<file path="config.mk">
export PLATFORM = sky130hd
export DESIGN_NAME = tx_sched_flat
export DESIGN_NICKNAME = d
export VERILOG_FILES = /design/src/rtl/tx_sched_if.sv /design/src/rtl/tx_sched.sv /design/src/flat_wrapper.sv
export SDC_FILE = /design/constraint.sdc
export NUM_CORES = 1
export LEC_CHECK = 0
export ABC_AREA = 1
export CORE_UTILIZATION = 50
export DETAILED_ROUTE_END_ITERATION = 8
export GPL_TIMING_DRIVEN = 1
export PLACE_DENSITY = 0.8
export REMOVE_ABC_BUFFERS = 1
export SYNTH_ARGS = -nofsm -noshare
export SYNTH_HDL_FRONTEND = slang
export SYNTH_SLANG_ARGS = --single-unit
</file>
<file path="constraint.sdc">
create_clock -name clk -period 3.45 [get_ports clk]
set_clock_uncertainty 0.2 [all_clocks]
set_input_delay 0.69 -clock clk [delete_from_list [all_inputs] [get_ports clk]]
set_output_delay 0.69 -clock clk [all_outputs]
set_load 0.01 [all_outputs]
</file>
<file path="src/rtl/tx_sched_if.sv">
// Requester and transmitter signal bundle for tx_sched.
// The master side holds the character sources and the transmitter; the slave side is the scheduler.
interface tx_sched_if #(
    parameter int NUM_REQ = 4
);
    logic [NUM_REQ-1:0]   req;
    logic [8*NUM_REQ-1:0] req_data;
    logic [NUM_REQ-1:0]   ack;
    logic [7:0]           tx_data;
    logic                 tx_load;
    logic                 tx_enable;
    logic                 character_sent;

    modport master (
        output req, req_data, character_sent,
        input  ack, tx_data, tx_load, tx_enable
    );

    modport slave (
        input  req, req_data, character_sent,
        output ack, tx_data, tx_load, tx_enable
    );
endinterface

</file>
<file path="src/rtl/tx_sched.sv">
// Round-robin scheduler sharing one serial transmitter among NUM_REQ character sources.
//
// state | meaning
// IDLE  | waiting for any request; grants the first one at or after ptr
// LOAD  | tx_load held high for LOAD_CYCLES while the transmitter takes the byte
// SEND  | tx_enable high until a fresh rise of character_sent, or TIMEOUT cycles
// GAP   | enforced idle spacing of GAP_CYCLES (minimum one cycle) before IDLE
module tx_sched #(
    parameter int NUM_REQ     = 4,
    parameter int LOAD_CYCLES = 4,
    parameter int GAP_CYCLES  = 2,
    parameter int TIMEOUT     = 4096
) (
    input  logic       clk,
    input  logic       rst,
    tx_sched_if.slave  bus,
    output logic       busy,
    output logic [2:0] grant_idx,
    output logic       tx_error
);
    localparam int CNT_MAX  = (TIMEOUT > LOAD_CYCLES) ?
                              ((TIMEOUT > GAP_CYCLES) ? TIMEOUT : GAP_CYCLES) :
                              ((LOAD_CYCLES > GAP_CYCLES) ? LOAD_CYCLES : GAP_CYCLES);
    localparam int CW       = $clog2(CNT_MAX + 1);
    localparam int GAP_LOAD = (GAP_CYCLES > 0) ? GAP_CYCLES - 1 : 0;

    typedef enum logic [1:0] {S_IDLE, S_LOAD, S_SEND, S_GAP} state_t;

    state_t             state;
    logic [CW-1:0]      cnt;
    logic [2:0]         ptr;
    logic               cs_prev;
    logic [NUM_REQ-1:0] req_rot;
    logic [2:0]         pick_off;
    logic [3:0]         pick_sum;
    logic [2:0]         pick;
    logic [7:0]         pick_data;
    logic [2:0]         next_ptr;
    logic               sent_edge;

    // Rotate requests so bit 0 is the ptr position; the lowest set bit wins.
    always_comb begin
        req_rot  = NUM_REQ'({bus.req, bus.req} >> ptr);
        pick_off = '0;
        for (int k = NUM_REQ - 1; k >= 0; k--) begin
            if (req_rot[k]) pick_off = 3'(k);
        end
        pick_sum = {1'b0, ptr} + {1'b0, pick_off};
        pick     = (pick_sum >= 4'(NUM_REQ)) ? 3'(pick_sum - 4'(NUM_REQ)) : pick_sum[2:0];
        pick_data = '0;
        for (int k = 0; k < NUM_REQ; k++) begin
            if (pick == 3'(k)) pick_data = bus.req_data[8*k +: 8];
        end
    end

    assign next_ptr  = (grant_idx == 3'(NUM_REQ - 1)) ? 3'd0 : grant_idx + 3'd1;
    // A level already high when SEND starts must fall and rise again to count.
    assign sent_edge = bus.character_sent & ~cs_prev;

    always_ff @(posedge clk) begin
        if (rst) begin
            state         <= S_IDLE;
            cnt           <= '0;
            ptr           <= '0;
            cs_prev       <= 1'b0;
            bus.ack       <= '0;
            bus.tx_data   <= '0;
            bus.tx_load   <= 1'b0;
            bus.tx_enable <= 1'b0;
            busy          <= 1'b0;
            grant_idx     <= '0;
            tx_error      <= 1'b0;
        end else begin
            cs_prev  <= bus.character_sent;
            bus.ack  <= '0;
            tx_error <= 1'b0;
            case (state)
                S_IDLE: begin
                    if (|bus.req) begin
                        bus.tx_data <= pick_data;
                        grant_idx   <= pick;
                        bus.tx_load <= 1'b1;
                        busy        <= 1'b1;
                        cnt         <= CW'(LOAD_CYCLES - 1);
                        state       <= S_LOAD;
                    end
                end
                S_LOAD: begin
                    if (cnt == '0) begin
                        bus.tx_load   <= 1'b0;
                        bus.tx_enable <= 1'b1;
                        cnt           <= CW'(TIMEOUT - 1);
                        state         <= S_SEND;
                    end else begin
                        cnt <= cnt - CW'(1);
                    end
                end
                S_SEND: begin
                    if (sent_edge || cnt == '0) begin
                        if (sent_edge) bus.ack <= NUM_REQ'(1) << grant_idx;
                        else           tx_error <= 1'b1;
                        bus.tx_enable <= 1'b0;
                        ptr           <= next_ptr;
                        cnt           <= CW'(GAP_LOAD);
                        state         <= S_GAP;
                    end else begin
                        cnt <= cnt - CW'(1);
                    end
                end
                S_GAP: begin
                    if (cnt == '0) begin
                        busy  <= 1'b0;
                        state <= S_IDLE;
                    end else begin
                        cnt <= cnt - CW'(1);
                    end
                end
                default: state <= S_IDLE;
            endcase
        end
    end
endmodule

</file>
<file path="src/flat_wrapper.sv">
// flat-port wrapper written by rule: the top's interface ports become plain ports
module tx_sched_flat 
#(
    parameter int NUM_REQ     = 4,
    parameter int LOAD_CYCLES = 4,
    parameter int GAP_CYCLES  = 2,
    parameter int TIMEOUT     = 4096
)
  (clk, rst, busy, grant_idx, tx_error, bus_req, bus_req_data, bus_character_sent, bus_ack, bus_tx_data, bus_tx_load, bus_tx_enable);
  tx_sched_if #(.NUM_REQ(NUM_REQ)) bus_i ();
  input  logic clk;
  input  logic rst;
  output logic busy;
  output logic [2:0] grant_idx;
  output logic tx_error;
  input wire logic [$bits(bus_i.req)-1:0] bus_req;
  input wire logic [$bits(bus_i.req_data)-1:0] bus_req_data;
  input wire logic [$bits(bus_i.character_sent)-1:0] bus_character_sent;
  output wire logic [$bits(bus_i.ack)-1:0] bus_ack;
  output wire logic [$bits(bus_i.tx_data)-1:0] bus_tx_data;
  output wire logic [$bits(bus_i.tx_load)-1:0] bus_tx_load;
  output wire logic [$bits(bus_i.tx_enable)-1:0] bus_tx_enable;
  assign bus_i.req = bus_req;
  assign bus_i.req_data = bus_req_data;
  assign bus_i.character_sent = bus_character_sent;
  assign bus_ack = bus_i.ack;
  assign bus_tx_data = bus_i.tx_data;
  assign bus_tx_load = bus_i.tx_load;
  assign bus_tx_enable = bus_i.tx_enable;
  tx_sched #(.NUM_REQ(NUM_REQ), .LOAD_CYCLES(LOAD_CYCLES), .GAP_CYCLES(GAP_CYCLES), .TIMEOUT(TIMEOUT)) u_core (.clk(clk), .rst(rst), .bus(bus_i), .busy(busy), .grant_idx(grant_idx), .tx_error(tx_error));
endmodule
</file>
==> results of run 1 <==
==> area by class of cell <==
class | count | area, µm²
clock buffers | 7 | 86.3
clock inverters | 1 | 5.00
fillers | 405 | 1520
inverters | 40 | 154
multi-input cells | 277 | 1520
flip-flops and latches | 38 | 761
well taps | 67 | 83.8
repair buffers | 69 | 661
repair inverters | 1 | 5.00
==> worst register-to-register path: stages (launching register included) <==
cell        delay (ns)
dfxtp_1           0.45
inv_1             0.12
o21ai_0           0.23
nand2_1           0.08
o21ai_1           0.11
inv_1             0.06
nand2_1           0.05
a21oi_1           0.06
ha_1              0.22
fa_2              0.63
clkinvlp_2        0.24
buf_4             0.20
buf_4             0.12
a21oi_1           0.11
==> worst paths after layout <==
path / from / slack, ns / depth (start not counted) / end
setup / recovery: bus_req[0] / 0.20 / 14 / u_core.grant_idx[1]$_SDFFE_PP0P_
hold / removal: u_core.bus.tx_enable$_SDFFE_PP0P_ / 0.28 / 2 / u_core.bus.tx_enable$_SDFFE_PP0P_
setup reg to reg: u_core.ptr[0]$_SDFFE_PP0P_ / 0.52 / 13 / u_core.grant_idx[1]$_SDFFE_PP0P_
hold reg to reg: u_core.bus.tx_enable$_SDFFE_PP0P_ / 0.28 / 2 / u_core.bus.tx_enable$_SDFFE_PP0P_
==> cells by family (layout without fill, tap and decap cells) <==
kind of cell | Yosys count | in the layout | synth area share, %
adders and majority gates | 10 | 10 | 5.28
buffers and inverters | 53 | 118 | 9.56
and+or+nand+nor | 208 | 208 | 41.4
xor gates and xnor gates | 4 | 4 | 1.39
AOI/OAI and AO/OA | 55 | 55 | 12.1
DFF | 38 | 38 | 30.3
==> where the power goes <==
part           internal [mW]  switching, mW
Combinational          0.769           1.15
Sequential             0.567          0.127
Clock                  0.161          0.154
==> layer usage <==
layer,part of all wire [%],GRT usage [%],vias up
met5,0,0,-
met4,1.1,6.54,0
met3,6.7,5.25,9
met2,47,38.3,94
met1,45,30.9,1146
li1,-,-,1327
==> registers in the layout, summed over array words and instances, names as in the netlist <==
| name | flops |
|---|---|
| u_core.tx_error | 1 |
| u_core.ptr | 3 |
| u_core.state | 2 |
| u_core.cs_prev | 1 |
| u_core.busy | 1 |
| u_core.cnt | 13 |
| u_core.bus.tx_enable | 1 |
| u_core.bus.ack | 4 |
| u_core.bus.tx_data | 8 |
| u_core.bus.tx_load | 1 |
| u_core.grant_idx | 3 |
==> cell usage after synthesis, types with 3 or more instances <==
master and number:
nor2_4 3, nand2_4 5, nand3_2 11, nand4_1 19
buf_2 5, inv_1 39, nand2_1 77, nor2_1 52
a21oi_2 7, o21ai_0 29, nand3_1 22, a21oi_1 18
nand2_2 4, nor2_2 8, ha_1 9, dfxtp_1 38
nor3_1 4, xor2_1 3
==> stage by stage <==
stage / hold slack (ns) / util (%) / setup TNS (ns) / cell area (µm²)
4_1_cts: 0.278 / 67.9 / 0 / 3250
3_5_place_dp: 0.267 / 66.0 / -1.06 / 3160
5_1_grt: 0.340 / 68.3 / 0 / 3270
3_3_place_gp: 0.260 / 66.0 / -0.102 / 3160
6_report: 0.280 / 68.3 / 0 / 3270
2_1_floorplan: 0.265 / - / 0 / 2420
==> repair_timing <==
item	4_1_cts	5_1_grt
hold endpoints to repair	0	0
setup endpoints to repair	0	8
setup buffers	0	1
gates resized for setup	0	4
==> PnR_summary.wiki, run 1 <==
{| class="wikitable"
! Metric !! Value
|-
| First-pass iteration count of the detailed router || 4
|-
| Count of boundary I/O pins || between 50 and 60
|-
| Total number of clock tree sinks || 38
|-
| Overall power || 2.93 mW
|-
| Post-DP HPWL || 4470 µm
|-
| Cell count after placement || 490
|-
| Sequential area share after synthesis || 30.3%
|-
| Netlist area before placement || ~2500 µm²
|-
| Crit-path max cell delay || 0.63 ns
|-
| Number of standard cells in the layout, taps in and fillers out || 500
|-
| CTS buffer count || 5
|-
| Max cap viols || 0
|-
| Count of unresolved DRC violations after routing || 0
|-
| Layout area overhead || 30.1%
|-
| Area of the core region || roughly 4800 µm²
|-
| Post-layout nets || 481
|-
| Number of inserted diodes || 0
|-
| Number of buffer cells added on primary ports || 57
|-
| Arrival @ worst endpoint || 3.28 ns
|-
| Die extent in y || 72.9 µm
|-
| Post-synth top area share || between 30 and 40%
|-
| Share of flip-flops with an asynchronous set or reset after synthesis || 0%
|-
| Achievable clock frequency || ~310 MHz
|-
| Final Cycle Share || 94.2%
|-
| Commonest non-fill, non-tap cell in the layout || nand2_1
|-
| Remaining number of nets flagged by the antenna check after routing || 0
|-
| Yosys top cell by area || dfxtp_1
|-
| Proportion of layout cells with a drive suffix above 1 || 14.1%
|-
| Via count of the first global-routing pass || roughly 2200
|-
| Clock tree root driver cell || clkbuf_8
|-
| Initial Utilization || 52.5%
|-
| Dominant synthesized flop cell || dfxtp_1
|-
| Most frequent cells in the layout || nand2_1 (77), clkdlybuf4s50_1 (57), nor2_1 (52)
|-
| Outcome || finished clean
|-
| Worst Slack Setup Final || ~0.2 ns
|-
| CP max stage cell || fa_2
|-
| Source-to-sink clock delay at the later pin of the worst-skew pair || ~0.30 ns
|-
| WL per Instance || ~12 µm
|-
| Critical path start-end classification || input port to register
|-
| DRT Wirelength || around 6000 µm
|-
| Number of pins with negative max-slew slack in the final report || 0
|-
| Class of the tightest hold or removal check || register to register
|-
| GRT Total Usage || between 20% and 30%
|-
| Leakage dissipation || 1.41 nW
|-
| Setup Viol. Count Final || 0
|-
| Average size of a mapped cell || 6.83 µm²
|-
| Unrepaired setup endpoints after global routing || no
|-
| Data required time of the worst path || approximately 3.5 ns
|-
| Minimum clock period || 3.25 ns
|-
| Number of different library cells in the post-synthesis netlist || 29
|-
| Hold buffer count at cts || 0
|-
| Pre-CTS setup slack || -0.139 ns
|-
| Initial antenna violation count || 0
|-
| DRC marker count from the first detailed-route iteration || 145
|-
| Horiz. Die Dim || 72.9 µm
|-
| Pin count of the biggest net entering global routing || 25
|-
| RePlAce Congestion || 0.875
|-
| Cell Chain, Critical Path || clkdlybuf4s50_1, inv_1, o21ai_0, inv_1, o21ai_1, inv_1, nand2_1, a21oi_1, ha_1, fa_2, clkinvlp_2, buf_4, buf_4, a21oi_1
|-
| Slew at the pin with the worst max-slew slack || 0.540 ns
|-
| Critical Path Most Common Cell || inv_1
|-
| Number of H-tree levels || 2
|-
| Crit-path leading delay family || buffers and inverters
|-
| Power density normalized to cell area || 897 nW/µm²
|-
| Synthesis warning total || 0
|-
| Count of vias placed by the detailed router || around 2600
|-
| Cell Rows || 25
|-
| Slew headroom || 64.0%
|-
| Die Area || 5320 µm²
|-
| Cells taking the most area after synthesis || dfxtp_1 (30%), nand2_1 (11%), nor2_1 (7.8%), inv_1 (5.8%), o21ai_0 (5.8%)
|-
| Number of failing hold endpoints at the final stage || 0
|-
| Number of storage elements in the synthesis netlist || 38
|-
| Sort of element at the end of the critical path || register
|-
| TritonCTS clock tree || done
|-
| Global route total overflow || 0
|-
| Clock transition at the registers of the reported paths || roughly 0.080 ns
|-
| VDD IR-drop max || 0.492 mV
|-
| Via density || 5.15
|-
| Clock buffer depth || 2
|-
| Global-route wire length before repair || 9740 µm
|-
| Kind of launch point of the worst setup path || input port
|-
| CP max FO || 5
|-
| Number of flops mapped to enable cells by yosys || 0
|-
| CP Buf/Inv Count || 7
|-
| Gate count of the mapped netlist || 368
|}
No activity file was read; power rests on OpenSTA's default activity.
==> run 2: changes to the inputs <==
--- a/config.mk
+++ b/config.mk
@@ -10,4 +10,5 @@
 export DETAILED_ROUTE_END_ITERATION = 8
 export GPL_TIMING_DRIVEN = 1
+export HOLD_SLACK_MARGIN = 0.06
 export PLACE_DENSITY = 0.8
 export REMOVE_ABC_BUFFERS = 1
--- a/constraint.sdc
+++ b/constraint.sdc
@@ -3,3 +3,3 @@
 set_input_delay 0.69 -clock clk [delete_from_list [all_inputs] [get_ports clk]]
 set_output_delay 0.69 -clock clk [all_outputs]
-set_load 0.01 [all_outputs]
+set_load 0.1 [all_outputs]
==> run 2 against run 1 <==
  * Clock-buffer cell count is the same
  * Core utilization shrank 0.24 points
  * First-iteration DRC count grew 12%
  * Cell count grew 0.40%
  * Highest routed layer unchanged
==> PnR_summary.wiki, run 2 (same netlist as run 1, synthesis figures left out) <==
{| class="wikitable"
! Metric !! Value
|-
| Area of the core region || around 4800 µm²
|-
| Pre-CTS setup slack || -0.137 ns
|-
| Slew at the pin with the worst max-slew slack || 0.565 ns
|-
| Slew headroom || 62.3%
|-
| Pin count of the biggest net entering global routing || 25
|-
| Post-route cell area || 3260 µm²
|-
| Count of boundary I/O pins || 58
|-
| GRT Total Usage || 24.3%
|-
| Hold Path End || u_core.bus.tx_enable$_SDFFE_PP0P_
|-
| First-pass iteration count of the detailed router || 5
|-
| Worst-case hold slack || ~0.28 ns
|-
| CP max FO || 5
|-
| Remaining number of nets flagged by the antenna check after routing || 0
|-
| Largest registers in the final layout || u_core.cnt x13, u_core.bus.tx_data x8, u_core.bus.ack x4
|-
| Number of buffer cells added on primary ports || between 50 and 60
|-
| Worst Slack Setup Final || 0.192 ns
|-
| Reg2reg end || u_core.bus.tx_data[7]$_SDFFE_PP0P_
|-
| Utilization after layout || 68.1%
|-
| Via density || 5.26
|-
| Number of pins with negative max-slew slack in the final report || 0
|-
| Max cap viols || 0
|-
| Flip-flop count of the largest register, all copies and words added || 13
|-
| VDD IR-drop max || 0.559 mV
|-
| WL per Instance || 12.7 µm
|-
| Outcome || finished clean
|-
| Total number of clock tree sinks || 38
|-
| Count of unresolved DRC violations after routing || 0
|-
| Setup Viol. Count Final || 0
|-
| Critical path start-end classification || input port to register
|-
| Leakage dissipation || 1.46 nW
|-
| Reg2reg start || u_core.ptr[0]$_SDFFE_PP0P_
|-
| Horiz. Die Dim || 72.9 µm
|-
| Global-route wire length before repair || approximately 10000 µm
|-
| Worst reg-to-reg path cell count || 15
|-
| Unrepaired setup endpoints after global routing || no
|-
| Die extent in y || 72.9 µm
|-
| Initial antenna violation count || 0
|-
| Cell Rows || 25
|-
| Wl on met1 || ~2900 µm
|-
| Setup Total Neg Slack || 0 ns
|-
| Initial Utilization || 52.5%
|-
| Source-to-sink clock delay at the later pin of the worst-skew pair || between 0.2 and 0.3 ns
|-
| Clock buffer depth || 2
|-
| Number of inserted diodes || 0
|-
| Total met2 wirelength after detailed routing || slightly above 3000 µm
|-
| Kind of launch point of the worst setup path || input port
|-
| Commonest non-fill, non-tap cell in the layout || nand2_1
|-
| Cell count after placement || 491
|-
| Die Area || 5320 µm²
|-
| Hold buffer count at cts || 0
|-
| DRC marker count from the first detailed-route iteration || 163
|-
| DP Area || around 3100 µm²
|-
| Class of the tightest hold or removal check || register to register
|-
| Arrival @ worst endpoint || approximately 3.2 ns
|-
| Slack of the worst reg-to-reg path || roughly 0.6 ns
|-
| Startpoint of the worst hold path || u_core.bus.tx_enable$_SDFFE_PP0P_
|-
| Most frequent cells in the layout || nand2_1 (77), nor2_1 (52), inv_1 (39)
|-
| DRT Wirelength || ~6400 µm
|-
| TritonCTS clock tree || done
|-
| Overall power || 3.47 mW
|-
| Post-DP HPWL || 4720 µm
|-
| Sort of element at the end of the critical path || register
|-
| Minimum clock period || between 3 and 4 ns
|-
| Number of standard cells in the layout, taps in and fillers out || 502
|-
| Data required time of the worst path || 3.43 ns
|-
| Number of H-tree levels || 2
|-
| RePlAce Congestion || 0.859
|-
| CTS buffer count || 5
|-
| Number of failing hold endpoints at the final stage || 0
|-
| Achievable clock frequency || a little over 300 MHz
|-
| Uppermost layer routed || met4
|-
| Power density normalized to cell area || 1070 nW/µm²
|-
| Register containing the most flip-flops in the final layout || u_core.cnt
|-
| Post-layout nets || 483
|-
| Proportion of layout cells with a drive suffix above 1 || 18.9%
|-
| Wire length on met3 || ~390 µm
|-
| Final Cycle Share || between 90% and 100%
|-
| Clock transition at the registers of the reported paths || 0.07 ns
|-
| Count of vias placed by the detailed router || approximately 2600
|-
| Number of cells on the worst hold path || 2
|-
| Via count of the first global-routing pass || 2314
|-
| Layout area overhead || 29.7%
|-
| Clock tree root driver cell || clkbuf_8
|-
| Global route total overflow || 0
|}
==> run 2: cell count changes in the layout (fill, tap and decap cells not counted), sizes merged <==
cell | before | now
buf | 12 | 33
bufinv | 0 | 1
clkdlybuf4s50 | 57 | 38
clkinv | 1 | 0
==> run 2: power by group <==
part	switching, mW	internal, mW
registers	0.129	0.567
logic	1.64	0.762
clock network	0.155	0.216
==> run 2: timing repair <==
action | CTS | global route
setup buffers | 0 | 2
endpoints found under the hold margin | 0 | 0
gates resized for setup | 0 | 7
setup endpoints to repair | 0 | 9
==> run 2: worst max-delay path by stage <==
stage,from,to,slack [ns],cells after the start
floorplan,bus_req[0],u_core.bus.tx_data[0]$_SDFFE_PP0P_,0.49,14
global placement,bus_req[0],u_core.bus.tx_data[7]$_SDFFE_PP0P_,-0.02,15
detailed placement,bus_req[0],u_core.bus.tx_data[0]$_SDFFE_PP0P_,-0.14,15
CTS,bus_req[0],u_core.bus.tx_data[0]$_SDFFE_PP0P_,0.15,15
global route,bus_req[3],u_core.bus.tx_data[0]$_SDFFE_PP0P_,0.005,17
finish,bus_req[3],u_core.bus.tx_data[0]$_SDFFE_PP0P_,0.19,17
==> run 2: area by class of cell <==
cell class / instances / area [µm²]
repair buffers: 71 / 628
flip-flops and latches: 38 / 761
well taps: 67 / 83.8
fillers: 409 / 1530
inverters: 40 / 154
clock buffers: 7 / 76.3
clock inverters: 1 / 30.0
repair inverters: 1 / 7.51
multi-input cells: 277 / 1520
==> run 2: critical path, stage by stage <==
cell             delay [ns]
clkdlybuf4s50_1        0.46
inv_1                  0.05
buf_4                  0.12
o21ai_0                0.20
nand2_1                0.07
o21ai_0                0.11
nand2_1                0.09
a21oi_1                0.15
ha_1                   0.22
fa_2                   0.50
nand2_1                0.11
nor2_2                 0.05
buf_4                  0.15
nand2_1                0.07
nand2_1                0.05
nor2_1                 0.11
nor2_1                 0.05
==> run 2: routing by layer <==
layer,track usage (%),up-vias
li1,-,1331
met1,30.7,1193
met2,40.8,109
met3,5.25,8
met4,8.93,0
met5,0,-
==> run 3: changes to the inputs <==
- CORE_UTILIZATION: 50 -> 54
- PLACE_DENSITY: 0.8 -> 0.85
- SETUP_SLACK_MARGIN: default -> 0.4
- clock period: 3.45 -> 4.15 ns (I/O delays scaled with it)
==> run 3 against run 2 <==
  * Sequential share of layout area grew 0.14 points
  * Power decreased by 16%
  * Core utilization rose by 5.3 points
  * Clock-buffer cell count fell by 1
  * Flip-flop and latch count unchanged
  * Wire length is 4.2% lower
  * Highest routed layer unchanged
  * Largest power group unchanged
  * Largest cell class unchanged
  * Non-clock buffer count down 10
==> PnR_summary.wiki, run 3 (same netlist as run 1, synthesis figures left out) <==
{| class="wikitable"
! Metric !! Value
|-
| Outcome || finished clean
|-
| Power density normalized to cell area || 896 nW/µm²
|-
| Worst Slack Setup Final || 0.668 ns
|-
| WL per Instance || 12.9 µm
|-
| Clock buffer depth || 2
|-
| Unrepaired setup endpoints after global routing || no
|-
| Achievable clock frequency || 287 MHz
|-
| CP max stage cell || fa_1
|-
| Final Cycle Share || 83.9%
|-
| Number of failing hold endpoints at the final stage || 0
|-
| Class of the tightest hold or removal check || register to register
|-
| Largest registers in the final layout || u_core.cnt x13, u_core.bus.tx_data x8, u_core.bus.ack x4
|-
| Arrival @ worst endpoint || around 3.5 ns
|-
| Most frequent cells in the layout || nand2_1 (77), clkdlybuf4s50_1 (57), nor2_1 (52)
|-
| Register containing the most flip-flops in the final layout || u_core.cnt
|-
| First-pass iteration count of the detailed router || 4
|-
| Count of boundary I/O pins || 58
|-
| Clock tree root driver cell || clkbuf_8
|-
| Pre-CTS setup slack || 0.380 ns
|-
| Slew headroom || 34.4%
|-
| Slack of the worst reg-to-reg path || 1.11 ns
|-
| Max cap viols || 0
|-
| Hold buffer count at cts || 0
|-
| Clock transition at the registers of the reported paths || 0.07 ns
|-
| Flip-flop count of the largest register, all copies and words added || 13
|-
| Layer with the highest usage after global routing || met2
|-
| Setup fix buffers added after clock tree synthesis || 0
|-
| Kind of launch point of the worst setup path || input port
|-
| Hold Path End || u_core.bus.tx_enable$_SDFFE_PP0P_
|-
| Number of H-tree levels || 2
|-
| Met1 track demand over resource || ~33%
|-
| Leakage dissipation || 1.40 nW
|-
| Remaining number of nets flagged by the antenna check after routing || 0
|-
| Global-route wire length before repair || roughly 10000 µm
|-
| Die extent in y || 70.2 µm
|-
| Initial antenna violation count || 0
|-
| Startpoint of the worst hold path || u_core.bus.tx_enable$_SDFFE_PP0P_
|-
| Count of unresolved DRC violations after routing || 0
|-
| Layout area overhead || 28.9%
|-
| Total number of clock tree sinks || 38
|-
| Global route total overflow || 0
|-
| TritonCTS clock tree || done
|-
| Utilization after layout || between 70% and 80%
|-
| Post-layout nets || 472
|-
| Number of pins with negative max-slew slack in the final report || 0
|-
| Slew at the pin with the worst max-slew slack || about 0.98 ns
|-
| Setup Viol. Count Final || 0
|-
| Count of vias placed by the detailed router || ~2600
|-
| Met2 demand-to-capacity share in global routing || about 42%
|-
| Cell Rows || 24
|-
| Setup Total Neg Slack || 0 ns
|-
| Number of buffer cells added on primary ports || 57
|-
| Die Area || 4930 µm²
|-
| Critical path start-end classification || input port to register
|-
| Cell Chain, Critical Path || clkdlybuf4s50_1, inv_1, o21ai_0, inv_1, o21ai_0, inv_1, nand2_1, a21oi_1, ha_1, fa_1, clkinvlp_4, nand4_1, nand3_1, nor2_1, nor2_1
|-
| Critical Path Most Common Cell || inv_1
|-
| Pin count of the biggest net entering global routing || 25
|-
| DRT Wirelength || 6120 µm
|-
| Worst reg-to-reg path cell count || 14
|-
| Horiz. Die Dim || roughly 70 µm
|-
| Number of cells on the worst hold path || 2
|-
| Minimum clock period || 3.48 ns
|-
| RePlAce Congestion || between 0.9 and 1
|-
| Crit-path max cell delay || 0.63 ns
|-
| Initial Utilization || 56.9%
|-
| Data required time of the worst path || 4.14 ns
|-
| CP max FO || 9
|-
| VDD IR-drop max || between 0.4 and 0.5 mV
|-
| Fill cell instance count of the final layout || 340
|-
| Post-DP HPWL || 4400 µm
|-
| Reg2reg end || u_core.bus.tx_data[7]$_SDFFE_PP0P_
|-
| Number of inserted diodes || 0
|-
| Via count of the first global-routing pass || 2324
|-
| GRT Total Usage || 25.4%
|-
| Source-to-sink clock delay at the later pin of the worst-skew pair || 0.30 ns
|-
| Via density || 5.41
|-
| Commonest non-fill, non-tap cell in the layout || nand2_1
|-
| Area of the core region || 4410 µm²
|-
| Met3 GRT Util || roughly 4.6%
|-
| DRC marker count from the first detailed-route iteration || roughly 200
|-
| Reg2reg start || u_core.ptr[0]$_SDFFE_PP0P_
|-
| CTS buffer count || 5
|-
| Sort of element at the end of the critical path || register
|-
| Proportion of layout cells with a drive suffix above 1 || 12.3%
|}
## run 3: cell type report
type	count	area, µm²	area share (%)
Sequential cell	38	761	23.5
Tap cell	52	65.1	2.01
Clock inverter	2	60.1	1.85
Clock buffer	6	82.6	2.55
Timing Repair Buffer	61	601	18.5
Inverter	40	154	4.75
Multi-Input combinational cell	277	1520	46.8
## run 3: worst max path at each step
stage | from | to | slack [ns] | cells after the start
finish | bus_req[0] | u_core.bus.tx_data[7]$_SDFFE_PP0P_ | 0.67 | 15
global route | bus_req[0] | u_core.bus.tx_data[3]$_SDFFE_PP0P_ | 0.42 | 17
CTS | bus_req[0] | u_core.bus.tx_data[3]$_SDFFE_PP0P_ | 0.67 | 17
detailed placement | bus_req[0] | u_core.bus.tx_data[7]$_SDFFE_PP0P_ | 0.38 | 15
global placement | bus_req[0] | u_core.bus.tx_data[4]$_SDFFE_PP0P_ | 0.46 | 15
floorplan | bus_req[0] | u_core.bus.tx_data[0]$_SDFFE_PP0P_ | 1.05 | 14
## run 3: metal layers
layer | vias up | part of all wire, %
met2 | 94 | 47
li1 | 1312 | -
met1 | 1158 | 47
met4 | 0 | 1.2
met3 | 10 | 5.0
met5 | - | 0
## run 3: per-stage QoR
| stage | hold slack [ns] | total power, mW | instances | cell area [µm²] |
|---|---|---|---|---|
| after global placement | 0.260 | 2.41 | 468 | 3090 |
| final | 0.301 | 2.90 | 476 | 3240 |
| after detailed placement | 0.293 | 2.46 | 468 | 3090 |
| after global routing | 0.325 | 3.09 | 476 | 3240 |
| after floorplan | 0.265 | 2.02 | 355 | 2420 |
| after CTS | 0.305 | 2.86 | 476 | 3230 |
## run 3: worst max-delay path, delay by kind of cell
family	cells	cell delay, ns
buffers and inverters	5	0.91
adders and majority gates	2	0.85
AOI/OAI and AO/OA	3	0.42
and+or+nand+nor	5	0.46
## run 3: what timing repair did
action | 4_1_cts | 5_1_grt
resized for setup | 0 | 2
endpoints found under the setup margin | 0 | 8
endpoints found under the hold margin | 0 | 0
## run 3: report_power, final
group	total [mW]	leakage [nW]	switching [mW]	internal (mW)
registers	0.577	0.312	0.106	0.471
logic	1.93	1.02	1.34	0.592
clock network	0.391	0.0714	0.135	0.256
